--- src/rtl/serial_xfer_ctrl.sv ---
// -----------------------------------------------------------------------------
// serial_xfer_ctrl
//
// Purpose:
//   Sequences one serial word transfer with a check. A parallel word and an
//   expected pattern are captured when start is seen in IDLE. The word is then
//   shifted out MSB-first on ser_out while ser_in is shifted into a receive
//   register, one bit per SHIFT cycle, for WIDTH cycles. The received word is
//   compared with the expected pattern in CMP, and DONE gives a one-cycle
//   done pulse.
//
// Handshake (start/busy):
//   start is sampled only while busy is low (IDLE). A start seen at a rising
//   edge in IDLE is accepted at that edge and busy rises for the next cycle.
//   While busy is high, start, tx_data and exp_data are ignored and nothing
//   is queued. done pulses for exactly one cycle and busy falls after it.
//   rx_data/match are updated only in CMP and hold until the next CMP.
//
// Ports:
//   clk        in   system clock, rising edge
//   rst_n      in   asynchronous active-low reset
//   start      in   transfer request, sampled in IDLE
//   abort      in   synchronous cancel, effective in SHIFT and CMP
//   tx_data    in   [WIDTH] word to send, captured on accepted start
//   exp_data   in   [WIDTH] expected word, captured on accepted start
//   ser_in     in   serial receive bit, sampled every SHIFT cycle
//   ser_out    out  serial transmit bit (tx MSB during SHIFT, else 0)
//   shift_en   out  high during SHIFT cycles
//   busy       out  high in SHIFT, CMP and DONE
//   done       out  one-cycle pulse in DONE
//   rx_data    out  [WIDTH] last received word
//   match      out  last rx_data == expected word
//   dbg_state  out  [2] current FSM state for observation
// -----------------------------------------------------------------------------
module serial_xfer_ctrl #(
    parameter  int WIDTH = 4,
    localparam int CNT_W = $clog2(WIDTH + 1)
) (
    input  logic             clk,
    input  logic             rst_n,
    input  logic             start,
    input  logic             abort,
    input  logic [WIDTH-1:0] tx_data,
    input  logic [WIDTH-1:0] exp_data,
    input  logic             ser_in,
    output logic             ser_out,
    output logic             shift_en,
    output logic             busy,
    output logic             done,
    output logic [WIDTH-1:0] rx_data,
    output logic             match,
    output logic [1:0]       dbg_state
);

    typedef enum logic [1:0] {
        ST_IDLE  = 2'd0,
        ST_SHIFT = 2'd1,
        ST_CMP   = 2'd2,
        ST_DONE  = 2'd3
    } state_t;

    localparam logic [CNT_W-1:0] LAST_BIT = CNT_W'(WIDTH - 1);

    state_t             state_q, state_d;
    logic [WIDTH-1:0]   tx_q, tx_d;
    logic [WIDTH-1:0]   rx_q, rx_d;
    logic [WIDTH-1:0]   exp_q, exp_d;
    logic [WIDTH-1:0]   rx_data_q, rx_data_d;
    logic               match_q, match_d;
    logic [CNT_W-1:0]   cnt_q, cnt_d;

    always_ff @(posedge clk or negedge rst_n) begin
        if (!rst_n) begin
            state_q   <= ST_IDLE;
            tx_q      <= '0;
            rx_q      <= '0;
            exp_q     <= '0;
            rx_data_q <= '0;
            match_q   <= 1'b0;
            cnt_q     <= '0;
        end else begin
            state_q   <= state_d;
            tx_q      <= tx_d;
            rx_q      <= rx_d;
            exp_q     <= exp_d;
            rx_data_q <= rx_data_d;
            match_q   <= match_d;
            cnt_q     <= cnt_d;
        end
    end

    always_comb begin
        state_d   = state_q;
        tx_d      = tx_q;
        rx_d      = rx_q;
        exp_d     = exp_q;
        rx_data_d = rx_data_q;
        match_d   = match_q;
        cnt_d     = cnt_q;

        case (state_q)
            ST_IDLE: begin
                // start beats abort here because abort is not looked at in IDLE
                if (start) begin
                    tx_d    = tx_data;
                    exp_d   = exp_data;
                    rx_d    = '0;
                    cnt_d   = '0;
                    state_d = ST_SHIFT;
                end
            end
            ST_SHIFT: begin
                if (abort) begin
                    state_d = ST_IDLE;
                end else begin
                    tx_d  = {tx_q[WIDTH-2:0], 1'b0};
                    rx_d  = {rx_q[WIDTH-2:0], ser_in};
                    cnt_d = cnt_q + CNT_W'(1);
                    if (cnt_q == LAST_BIT) begin
                        state_d = ST_CMP;
                    end
                end
            end
            ST_CMP: begin
                // An abort here leaves the previously reported result intact
                if (abort) begin
                    state_d = ST_IDLE;
                end else begin
                    rx_data_d = rx_q;
                    match_d   = (rx_q == exp_q);
                    state_d   = ST_DONE;
                end
            end
            ST_DONE: begin
                state_d = ST_IDLE;
            end
            default: begin
                state_d = ST_IDLE;
            end
        endcase
    end

    // Output decodes depend on registers only, never on inputs
    assign shift_en  = (state_q == ST_SHIFT);
    assign ser_out   = (state_q == ST_SHIFT) ? tx_q[WIDTH-1] : 1'b0;
    assign busy      = (state_q != ST_IDLE);
    assign done      = (state_q == ST_DONE);
    assign rx_data   = rx_data_q;
    assign match     = match_q;
    assign dbg_state = state_q;

endmodule

--- config.mk ---
export PLATFORM = sky130hd
export DESIGN_NAME = serial_xfer_ctrl
export DESIGN_NICKNAME = d
export VERILOG_FILES = /design/src/rtl/serial_xfer_ctrl.sv
export SDC_FILE = /design/constraint.sdc
export NUM_CORES = 1
export LEC_CHECK = 0
export CORE_MARGIN = 1.5
export CORE_UTILIZATION = 52
export DETAILED_ROUTE_END_ITERATION = 10
export HOLD_SLACK_MARGIN = 0.08
export PLACE_DENSITY_LB_ADDON = 0.1
export SLEW_MARGIN = 0
export SYNTH_ARGS = -nofsm -noshare
export SYNTH_HDL_FRONTEND = slang
export SYNTH_SLANG_ARGS = --single-unit
--- constraint.sdc ---
create_clock -name clk -period 3.5 [get_ports clk]
set_input_delay 0.7 -clock clk [delete_from_list [all_inputs] [get_ports clk]]
set_output_delay 0.7 -clock clk [all_outputs]
set_load 0.01 [all_outputs]
# After elaboration in Yosys (flattened, before gate mapping)
# Cells that the tools add are included.
dict set report totals {
  register_bits 22
}
dict set report classes {
  n_addsub 1
  eq_ne 8
  muxes 15
  bitwise 1
  n_reduce_logical 7
}
# operator count
set op_table {}
lappend op_table {{$mux W4} 4}
lappend op_table {{$pmux W4 S2} 2}
lappend op_table {{$mux W2} 4}
lappend op_table {{$pmux W2 S4} 1}
lappend op_table {{$mux W3} 2}
lappend op_table {{$pmux W3 S2} 1}
lappend op_table {{$reduce_and A2 Y1} 3}
lappend op_table {{$eq A2 B2 Y1 const B} 2}
lappend op_table {{$eq A4 B4 Y1} 1}
lappend op_table {{$ne A2 B2 Y1 const B} 2}
lappend op_table {{$reduce_bool A2 Y1} 2}
lappend op_table {{$add A3 B1 Y3 const B} 1}
lappend op_table {{$eq A3 B2 Y1 const B} 1}
lappend op_table {{$ne A3 B2 Y1 const B} 1}
lappend op_table {{$reduce_and A3 Y1} 1}
lappend op_table {{$eq A2 B1 Y1 const B} 1}
lappend op_table {{$logic_not A2 Y1} 1}
lappend op_table {{$mux W1} 1}
lappend op_table {{$not A1 Y1} 1}

# Longest topological paths before layout
# Gate-level depths: netlist of the first run.
dict set report logic_depth {
  ltp_word 4
  depth_mapped 4
}

# Worst setup path before layout of the first run
# Ideal clock, no wire load.
dict set report synth_path {
  kind {register -> output}
  start {register state_q[0], in the netlist dbg_state[0]}
  end {output ser_out}
  arrival_time_ps 1017
  setup_slack_ps 1783
  path_stages_with_launch 4
  path_cell_list {dfrtp_1 > nor2b_2 > buf_6 > and2_1}
}
dict set report synth_between {
  elab_chain_cells 2
}
# element line_no
set synth_lines {}
lappend synth_lines {{start: declaration} 64} ;# state_t state_q, state_d;
lappend synth_lines {{start signal: assignment} 82} ;# state_q <= state_d;
lappend synth_lines {{$eq A2 B1 Y1} -}
lappend synth_lines {{named net shift_en} 47} ;# output logic shift_en,
lappend synth_lines {{$mux W1} 145} ;# assign ser_out = (state_q == ST_SHIFT) ? tx_q[WIDTH-1] : 1'b0;
lappend synth_lines {{end: declaration} 46} ;# output logic ser_out,
# The timed path passes the listed nets, and every way through them passes these cells.

# Final worst setup path of the first run
dict set report layout_path {
  start {register state_q[0], in the netlist dbg_state[0]}
  end {output ser_out}
}
dict set report layout_between {
  elab_chain_cells 2
}
# element line_no
set layout_lines {}
lappend layout_lines {{$eq A2 B1 Y1} 145}
lappend layout_lines {{$mux W1} 145}
# No other way between the ends.

==> flow_summary.yaml, run 1 <==
sta:
  maxSlewViolCount: 0
  tightest_slew_ps: 943.6
  fin_crit_ps: 2691
  clock_skew_ps: 4.564
  post-route-worst-setup-slack_ps: 809.5
  min_period_over_period_pct: 76.87
  finalHoldViolCount: 0
  max_freq_mhz: 371.7
  grt_setup_unrepaired: "no"
  finalSetupTns_ps: 0
  setup_violations: 0
  max_slew_margin_pct: 36.89
clock_network:
  clkTransAtPathRegs_ps: 110
  cts-buffers-inserted: 3
  ctsHtreeMaxLevel: 1
  cts-resized-gates: 0
  cts_post_setup_buffers_inserted: 0
  cts_max_path_buffers: 2
  cts_tree: "yes"
  clk_latency_ps: 300
  cts_sinks: 22
  hold_buffers: 0
  clockRootBuffer: "clkbuf_4"
worst_hold_path:
  hold_start: "match"
  hold_path.class: "reg2reg"
  hold_end: "match"
  hold_path_depth: 1
power_and_ir_drop:
  pwr_density_cell_mw_per_mm2: 672.4
  peakVddDrop_uv: 458.2
  power_mw: 0.8885
  power.leakage_nw: 0.6024
cells_and_area:
  final_cell_mix: "23 x clkdlybuf4s50_1, 22 x dfrtp_1, 12 x mux2_2"
  n_antenna_cell: 0
  finalInstanceArea_mm2: 0.001321
  finalNetCount: 121
  seq_area_um2: 550.5
  drive_gt1_share_pct: 24.04
  area_growth_pct: 26.32
  layout_commonest_cell: "clkdlybuf4s50_1"
  multi_input_area_um2: 450.4
  fillCellCount: 161
floorplanning:
  core_mm2: 0.001922
  start_util_pct: 54.43
  dieArea_mm2: 0.002290
  die_h_um: 47.85
  row_count: 16
  die_x_um: 47.85
  ioPinCount: 24
logic_synthesis:
  synth-xor-area-share_pct: 3.349
  synth_top_family_by_area: "multiplexers"
  synth_cells: 79
  synthAdderAreaFrac_pct: 2.392
  synth.distinct_cells: 22
  seq_area_frac_synth_pct: 52.63
  ys_warn_count: 0
  synth_compound_area_share_pct: 2.751
  ys_seq_elements: 22
  syn_area_mm2: 0.001046
  synth-simple-area-share_pct: 10.17
  synth_fp_nets: 94
  synthMuxAreaShare_pct: 24.40
  avgSynthCellArea_um2: 13.24
drt:
  vias: 660
  vias_per_cell: 5.038
  drtIter0Drc: 3
  ant_nets: 0
  drc: 0
  drtPass1Iterations: 3
  routed_wl_um: 1622
  wl_per_cell_um: 12.38
worst_setup_path:
  critPathMaxFanout: 11
  worst_ep_arrival_time_ps: 1990
  r2r_start: "dbg_state[0]"
  end_kind: "primary output"
  critPathKind: "reg2out"
  regToRegEndpoint: "tx_q[3]"
  start_kind: "flop"
  worstPathRequired_ps: 2800
  reg2reg_depth: 3
  r2r_slack_ps: 1770
global_routing:
  grt_pass1_wl_um: 2684
  grt_max_degree: 23
  antenna_found_initial: 0
  grt_pass1_vias: 607
  grt_util_all_layers_pct: 17.15
  overflow: 0
flow_run:
  maxCapViolations: 0
place:
  place_hpwl_um: 1246
  portBuffers: 23
  pre_cts_slack_ps: 1102
  place.gp.congestion: 0.6655
  dpl-instance-area_mm2: 0.001299
run_status:
  status: "completed"
[final cells by class]
cell class	instances	share of cell area, %
Multi-Input combinational cell	48	34.09
Timing Repair Buffer	24	17.99
Tap cell	27	2.557
Clock buffer	3	1.705
Sequential cell	22	41.67
Inverter	7	1.989
[worst max path at each step]
stage / to / slack [ps] / startpoint / cells after the start
after floorplan: ser_out / 1780 / dbg_state[0] / 3
after global placement: ser_out / 1120 / dbg_state[0] / 3
after detailed placement: tx_q[1] / 1100 / start / 5
after CTS: ser_out / 760 / dbg_state[0] / 3
after global routing: ser_out / 670 / dbg_state[0] / 3
final: ser_out / 810 / dbg_state[0] / 3
[state kept, by name (all words and copies together) (netlist names)]
name and flops:
cnt_q 3, match 1, tx_q 4, exp_q 4
rx_data 4, dbg_state 2, rx_q 4
[logic make-up (layout without fill, tap and decap cells)]
group | Yosys count | count (layout)
compound gates | 4 | 4
xor+xnor | 4 | 4
fa+ha+maj | 2 | 2
buf+inv | 9 | 34
flops | 22 | 22
mux | 22 | 22
simple gates | 16 | 16
[power by group]
part	total (mW)	leakage [nW]	switching [mW]	internal [mW]
logic	0.364	0.306	0.137	0.228
registers	0.414	0.283	0.0680	0.346
clock network	0.110	0.0138	0.0700	0.0401
[critical path, stage by stage, from the launching register on]
cell	delay, ps
dfrtp_1	480
nor2b_2	490
and2_1	190
clkdlybuf4s50_1	530
[metal layers]
metal	share of wire (%)	global-route usage, %
met3	3.9	3.396
met4	1.5	8.108
met5	0	0
met2	48	26.40
met1	47	23.21
[cells in the mapped netlist]
master	instances	share of area, %
nand2b_1	2	1.2
nor2b_2	1	0.84
o22ai_1	1	0.60
nor3b_4	1	1.8
buf_6	1	1.1
buf_4	1	0.72
ha_1	2	2.4
nor3b_2	1	1.2
nor4_1	1	0.60
a22o_1	2	1.7
xor2_1	4	3.3
or2_2	1	0.60
inv_1	7	2.5
nand2_1	5	1.8
mux2_4	4	5.7
mux2i_1	6	5.7
mux2_2	12	13
and2_1	2	1.2
nor2_1	1	0.36
a21oi_1	1	0.48
dfrtp_1	22	53
nor2_2	1	0.60
[through the flow]
| stage | util [%] | hold slack, ps | instances |
|---|---|---|---|
| after global placement | 67.58 | 483.0 | 128 |
| after floorplan | - | 404.4 | 79 |
| final | 68.75 | 519.6 | 131 |
| after CTS | 68.75 | 523.0 | 131 |
| after detailed placement | 67.58 | 493.3 | 128 |
| after global routing | 68.75 | 541.3 | 131 |
No activity file was read; power rests on OpenSTA's default activity.
==> run 2: changes to the inputs <==
- CORE_UTILIZATION: 52 -> 48
- clock period: 3.5 -> 2.5 ns (I/O delays scaled with it)
==> flow_summary.yaml, run 2 (synthesis gave the netlist of run 1 again) <==
run_status:
  status: "completed"
sta:
  timing.hold.ws_ps: 514.4
  maxSlewViolCount: 0
  clock_skew_ps: 9.436
  max_slew_margin_pct: 69.51
  max_freq_mhz: 426.3
  grt_setup_unrepaired: "no"
  fin_crit_ps: 2346
  finalHoldViolCount: 0
  min_period_over_period_pct: 93.82
  setup_violations: 0
  tightest_slew_ps: 455.7
  finalSetupTns_ps: 0
floorplanning:
  row_count: 16
  core_mm2: 0.002002
  ioPinCount: 24
  start_util_pct: 52.25
  dieArea_mm2: 0.002468
  die_h_um: 49.68
  die_x_um: 49.68
worst_setup_path:
  critPathKind: "reg2out"
  critPathMaxFanout: 8
  crit_end: "ser_out"
  worst_ep_arrival_time_ps: 1850
  start_kind: "flop"
  regToRegEndpoint: "tx_q[3]"
  crit_start: "dbg_state[0]"
  r2r_start: "dbg_state[0]"
  r2r_slack_ps: 770
  worstPathRequired_ps: 2000
  end_kind: "primary output"
  reg2reg_depth: 4
global_routing:
  grt_max_degree: 23
  busiest_layer: "met1"
  antenna_found_initial: 0
  grt_pass1_wl_um: 2987
  grt_pass1_vias: 625
  met1_usage_pct: 24.21
  grt_util_all_layers_pct: 16.47
  grtUsageMet3_pct: 3.636
  overflow: 0
  use_met2_pct: 22.67
place:
  place_hpwl_um: 1323
  portBuffers: 23
  dpl-instance-area_mm2: 0.001321
  place.gp.congestion: 0.6995
cells_and_area:
  finalNetCount: 124
  finish.utilization_pct: 68.63
  fillCellCount: 155
  seq_area_um2: 550.5
  final_cell_mix: "23 x clkdlybuf4s50_1, 22 x dfrtp_1, 12 x mux2_2"
  n_antenna_cell: 0
  drive_gt1_share_pct: 26.85
  layout_commonest_cell: "clkdlybuf4s50_1"
  area_growth_pct: 31.34
  finalInstanceArea_mm2: 0.001374
  multi_input_area_um2: 450.4
drt:
  wl_per_cell_um: 13.20
  routed_wl_um: 1782
  drtIter0Drc: 2
  vias_per_cell: 4.941
  ant_nets: 0
  vias: 667
  drtPass1Iterations: 4
  drc: 0
clock_network:
  clockRootBuffer: "clkbuf_4"
  cts-resized-gates: 0
  hold_buffers: 0
  cts-buffers-inserted: 3
  cts_post_setup_buffers_inserted: 0
  cts_max_path_buffers: 2
  cts_tree: "yes"
  clkTransAtPathRegs_ps: 110
  clk_latency_ps: 310
  ctsHtreeMaxLevel: 1
  cts_sinks: 22
power_and_ir_drop:
  switching_share_pct: 29.44
  netSwitchingPower_mw: 0.4083
  peakVddDrop_uv: 605.6
  combPwrFrac_pct: 38.6
  internal-power_mw: 0.9788
  power.share.clock_pct: 19.4
  power.leakage_nw: 0.6314
  pwr_density_cell_mw_per_mm2: 1010
  seqPwrFrac_pct: 42.0
  power_mw: 1.387
flow_run:
  maxCapViolations: 0
worst_hold_path:
  hold_path.class: "reg2reg"
-- run 2: changes by cell type in the layout (fill, tap and decap cells not counted), sizes merged --
cell | before | now
buf | 1 | 4
bufinv | 0 | 1
-- run 2: through the flow --
step | std cells | setup slack (ps)
6_report | 135 | 154.4
5_1_grt | 135 | 60.32
4_1_cts | 135 | 110.0
3_5_place_dp | 131 | 438.4
3_3_place_gp | 131 | 461.5
2_1_floorplan | 79 | 982.1
-- run 2: worst min-delay path by stage --
| stage | start | end | depth (start not counted) |
|---|---|---|---|
| floorplan | rst_n | cnt_q[0] | 0 |
| global placement | tx_q[3] | tx_q[3] | 1 |
| detailed placement | tx_q[0] | tx_q[0] | 1 |
| CTS | tx_q[0] | tx_q[0] | 1 |
| global route | tx_q[1] | tx_q[1] | 1 |
| finish | tx_q[0] | tx_q[0] | 1 |
-- run 2: power groups by stage --
| stage | combinational, mW | sequential [mW] | clock [mW] |
|---|---|---|---|
| finish | 0.536 | 0.582 | 0.269 |
| global route | 0.583 | 0.599 | 0.288 |
| CTS | 0.545 | 0.584 | 0.281 |
| detailed placement | 0.542 | 0.591 | 0 |
| global placement | 0.526 | 0.582 | 0 |
| floorplan | 0.347 | 0.581 | 0 |
-- run 2: layout make-up --
| class | count | share of cell area, % |
|---|---|---|
| multi-input cells | 48 | 32.79 |
| clock buffers | 3 | 1.639 |
| inverters | 7 | 1.913 |
| flip-flops and latches | 22 | 40.07 |
| well taps | 27 | 2.459 |
| repair buffers | 27 | 18.94 |
| clock inverters | 1 | 2.186 |
-- run 2: layer usage --
layer / routed length (µm) / part of all wire (%)
met1: 857 / 48
met2: 829 / 47
met3: 66 / 3.7
met4: 29 / 1.6
met5: 0 / 0
-- run 2: worst max-delay path, cell delays in order (launching register included) --
cell and delay [ps]:
dfrtp_1 490, nor2b_2 340, and2_1 180, clkdlybuf4s50_1 530
==> run 3: changes to the inputs <==
- CORE_MARGIN: 1.5 -> not set
==> flow_summary.yaml, run 3 (synthesis gave the netlist of run 1 again) <==
place:
  place_hpwl_um: 1301
  portBuffers: 23
  place.gp.congestion: 0.7417
  placedCellCount: 131
drt:
  routed.top_layer: "met4"
  wl_per_cell_um: 13.22
  met1_length_um: 882
  vias_per_cell: 4.867
  ant_nets: 0
  drc: 0
  met3_length_um: 75
  vias: 657
  drtIter0Drc: 1
  routed_wl_um: 1785
  routed-wl-met2_um: 814
  drtPass1Iterations: 4
worst_setup_path:
  worst_ep_arrival_time_ps: 1850
  start_kind: "flop"
  critPathMaxFanout: 8
  critPathKind: "reg2out"
  end_kind: "primary output"
  r2r_start: "dbg_state[0]"
  worstPathRequired_ps: 2000
  crit_start: "dbg_state[0]"
worst_hold_path:
  hold_path.class: "reg2reg"
  hold_start: "tx_q[0]"
clock_network:
  cts_sinks: 22
  cts_tree: "yes"
  clkTransAtPathRegs_ps: 120
  cts-resized-gates: 0
  clk_latency_ps: 300
  clockRootBuffer: "clkbuf_4"
  cts-buffers-inserted: 3
  hold_buffers: 0
  ctsHtreeMaxLevel: 1
  cts_max_path_buffers: 2
  cts_post_setup_buffers_inserted: 0
power_and_ir_drop:
  seqPwrFrac_pct: 41.8
  combPwrFrac_pct: 38.8
  internal-power_mw: 0.9796
  peakVddDrop_uv: 643.6
  netSwitchingPower_mw: 0.4130
  power.leakage_nw: 0.6314
  pwr_density_cell_mw_per_mm2: 1014
  power.share.clock_pct: 19.4
  switching_share_pct: 29.66
sta:
  clock_skew_ps: 6.970
  finalHoldViolCount: 0
  setup_violations: 0
  maxSlewViolCount: 0
  min_period_over_period_pct: 93.95
  finalSetupTns_ps: 0
  max_slew_margin_pct: 70.33
  fin_crit_ps: 2349
  tightest_slew_ps: 443.4
  grt_setup_unrepaired: "no"
  max_freq_mhz: 425.8
global_routing:
  grt_util_all_layers_pct: 17.21
  antenna_found_initial: 0
  grt_pass1_vias: 617
  grt_max_degree: 23
  grt_pass1_wl_um: 3105
  overflow: 0
run_status:
  status: "completed"
floorplanning:
  dieArea_mm2: 0.002370
  die_x_um: 48.68
  ioPinCount: 24
  die_h_um: 48.68
  core_mm2: 0.002002
  start_util_pct: 52.25
  row_count: 16
cells_and_area:
  finalNetCount: 124
  fillCellCount: 162
  layout_commonest_cell: "clkdlybuf4s50_1"
  final_cell_mix: "23 x clkdlybuf4s50_1, 22 x dfrtp_1, 12 x mux2_2"
  fin_cells: 135
  area_growth_pct: 31.34
  n_antenna_cell: 0
  drive_gt1_share_pct: 26.85
flow_run:
  maxCapViolations: 0
[run 3: cell counts in the layout (fill, tap and decap cells not counted)]
No cell type changed its count.
[run 3: worst max-delay path, cell delays in order (launching register included)]
cell and delay, ps:
dfrtp_1 490, nor2b_2 350, and2_1 180, clkdlybuf4s50_1 530
[run 3: routing by layer]
metal / track usage [%] / vias to the layer above
met4: 7.353 / 0
li1: - / 325
met1: 26.13 / 311
met2: 24.54 / 19
met3: 2.201 / 2
met5: 0 / -
[run 3: final timing paths]
kind                       slack (ps)  cells after the start           end
min reg2reg                       510                      1       tx_q[0]
min in group asynchronous         530                      2  dbg_state[1]
max in group asynchronous        1740                      2      cnt_q[2]
min                               510                      1       tx_q[0]
max                               150                      3       ser_out
max reg2reg                       760                      4       tx_q[3]
[run 3: power groups by stage]
stage               combinational [mW]  sequential, mW  clock [mW]
floorplan                        0.347           0.581           0
global placement                 0.526           0.582           0
detailed placement               0.540           0.591           0
CTS                              0.547           0.583       0.275
global route                     0.583           0.603       0.293
finish                           0.540           0.583       0.270
[run 3: per-stage QoR]
stage               worst slack [ps]  hold WS, ps  area [µm²]  total power, mW  utilization (%)
floorplan                      982.1        204.4        1046           0.9280                -
global placement               459.6        482.3        1321            1.108            66.00
detailed placement             422.0        489.5        1321            1.131            66.00
CTS                            128.8        523.2        1374            1.406            68.63
global route                   65.01        538.1        1374            1.479            68.63
finish                         151.2        514.2        1374            1.393            68.63
[run 3: cell type report]
type / count / area [µm²] / share of cell area (%)
clock inverter: 1 / 30.03 / 2.186
clock buffer: 3 / 22.52 / 1.639
tap: 27 / 33.78 / 2.459
multi-input combinational: 48 / 450.4 / 32.79
inverter: 7 / 26.28 / 1.913
sequential: 22 / 550.5 / 40.07
timing repair buffer: 27 / 260.3 / 18.94
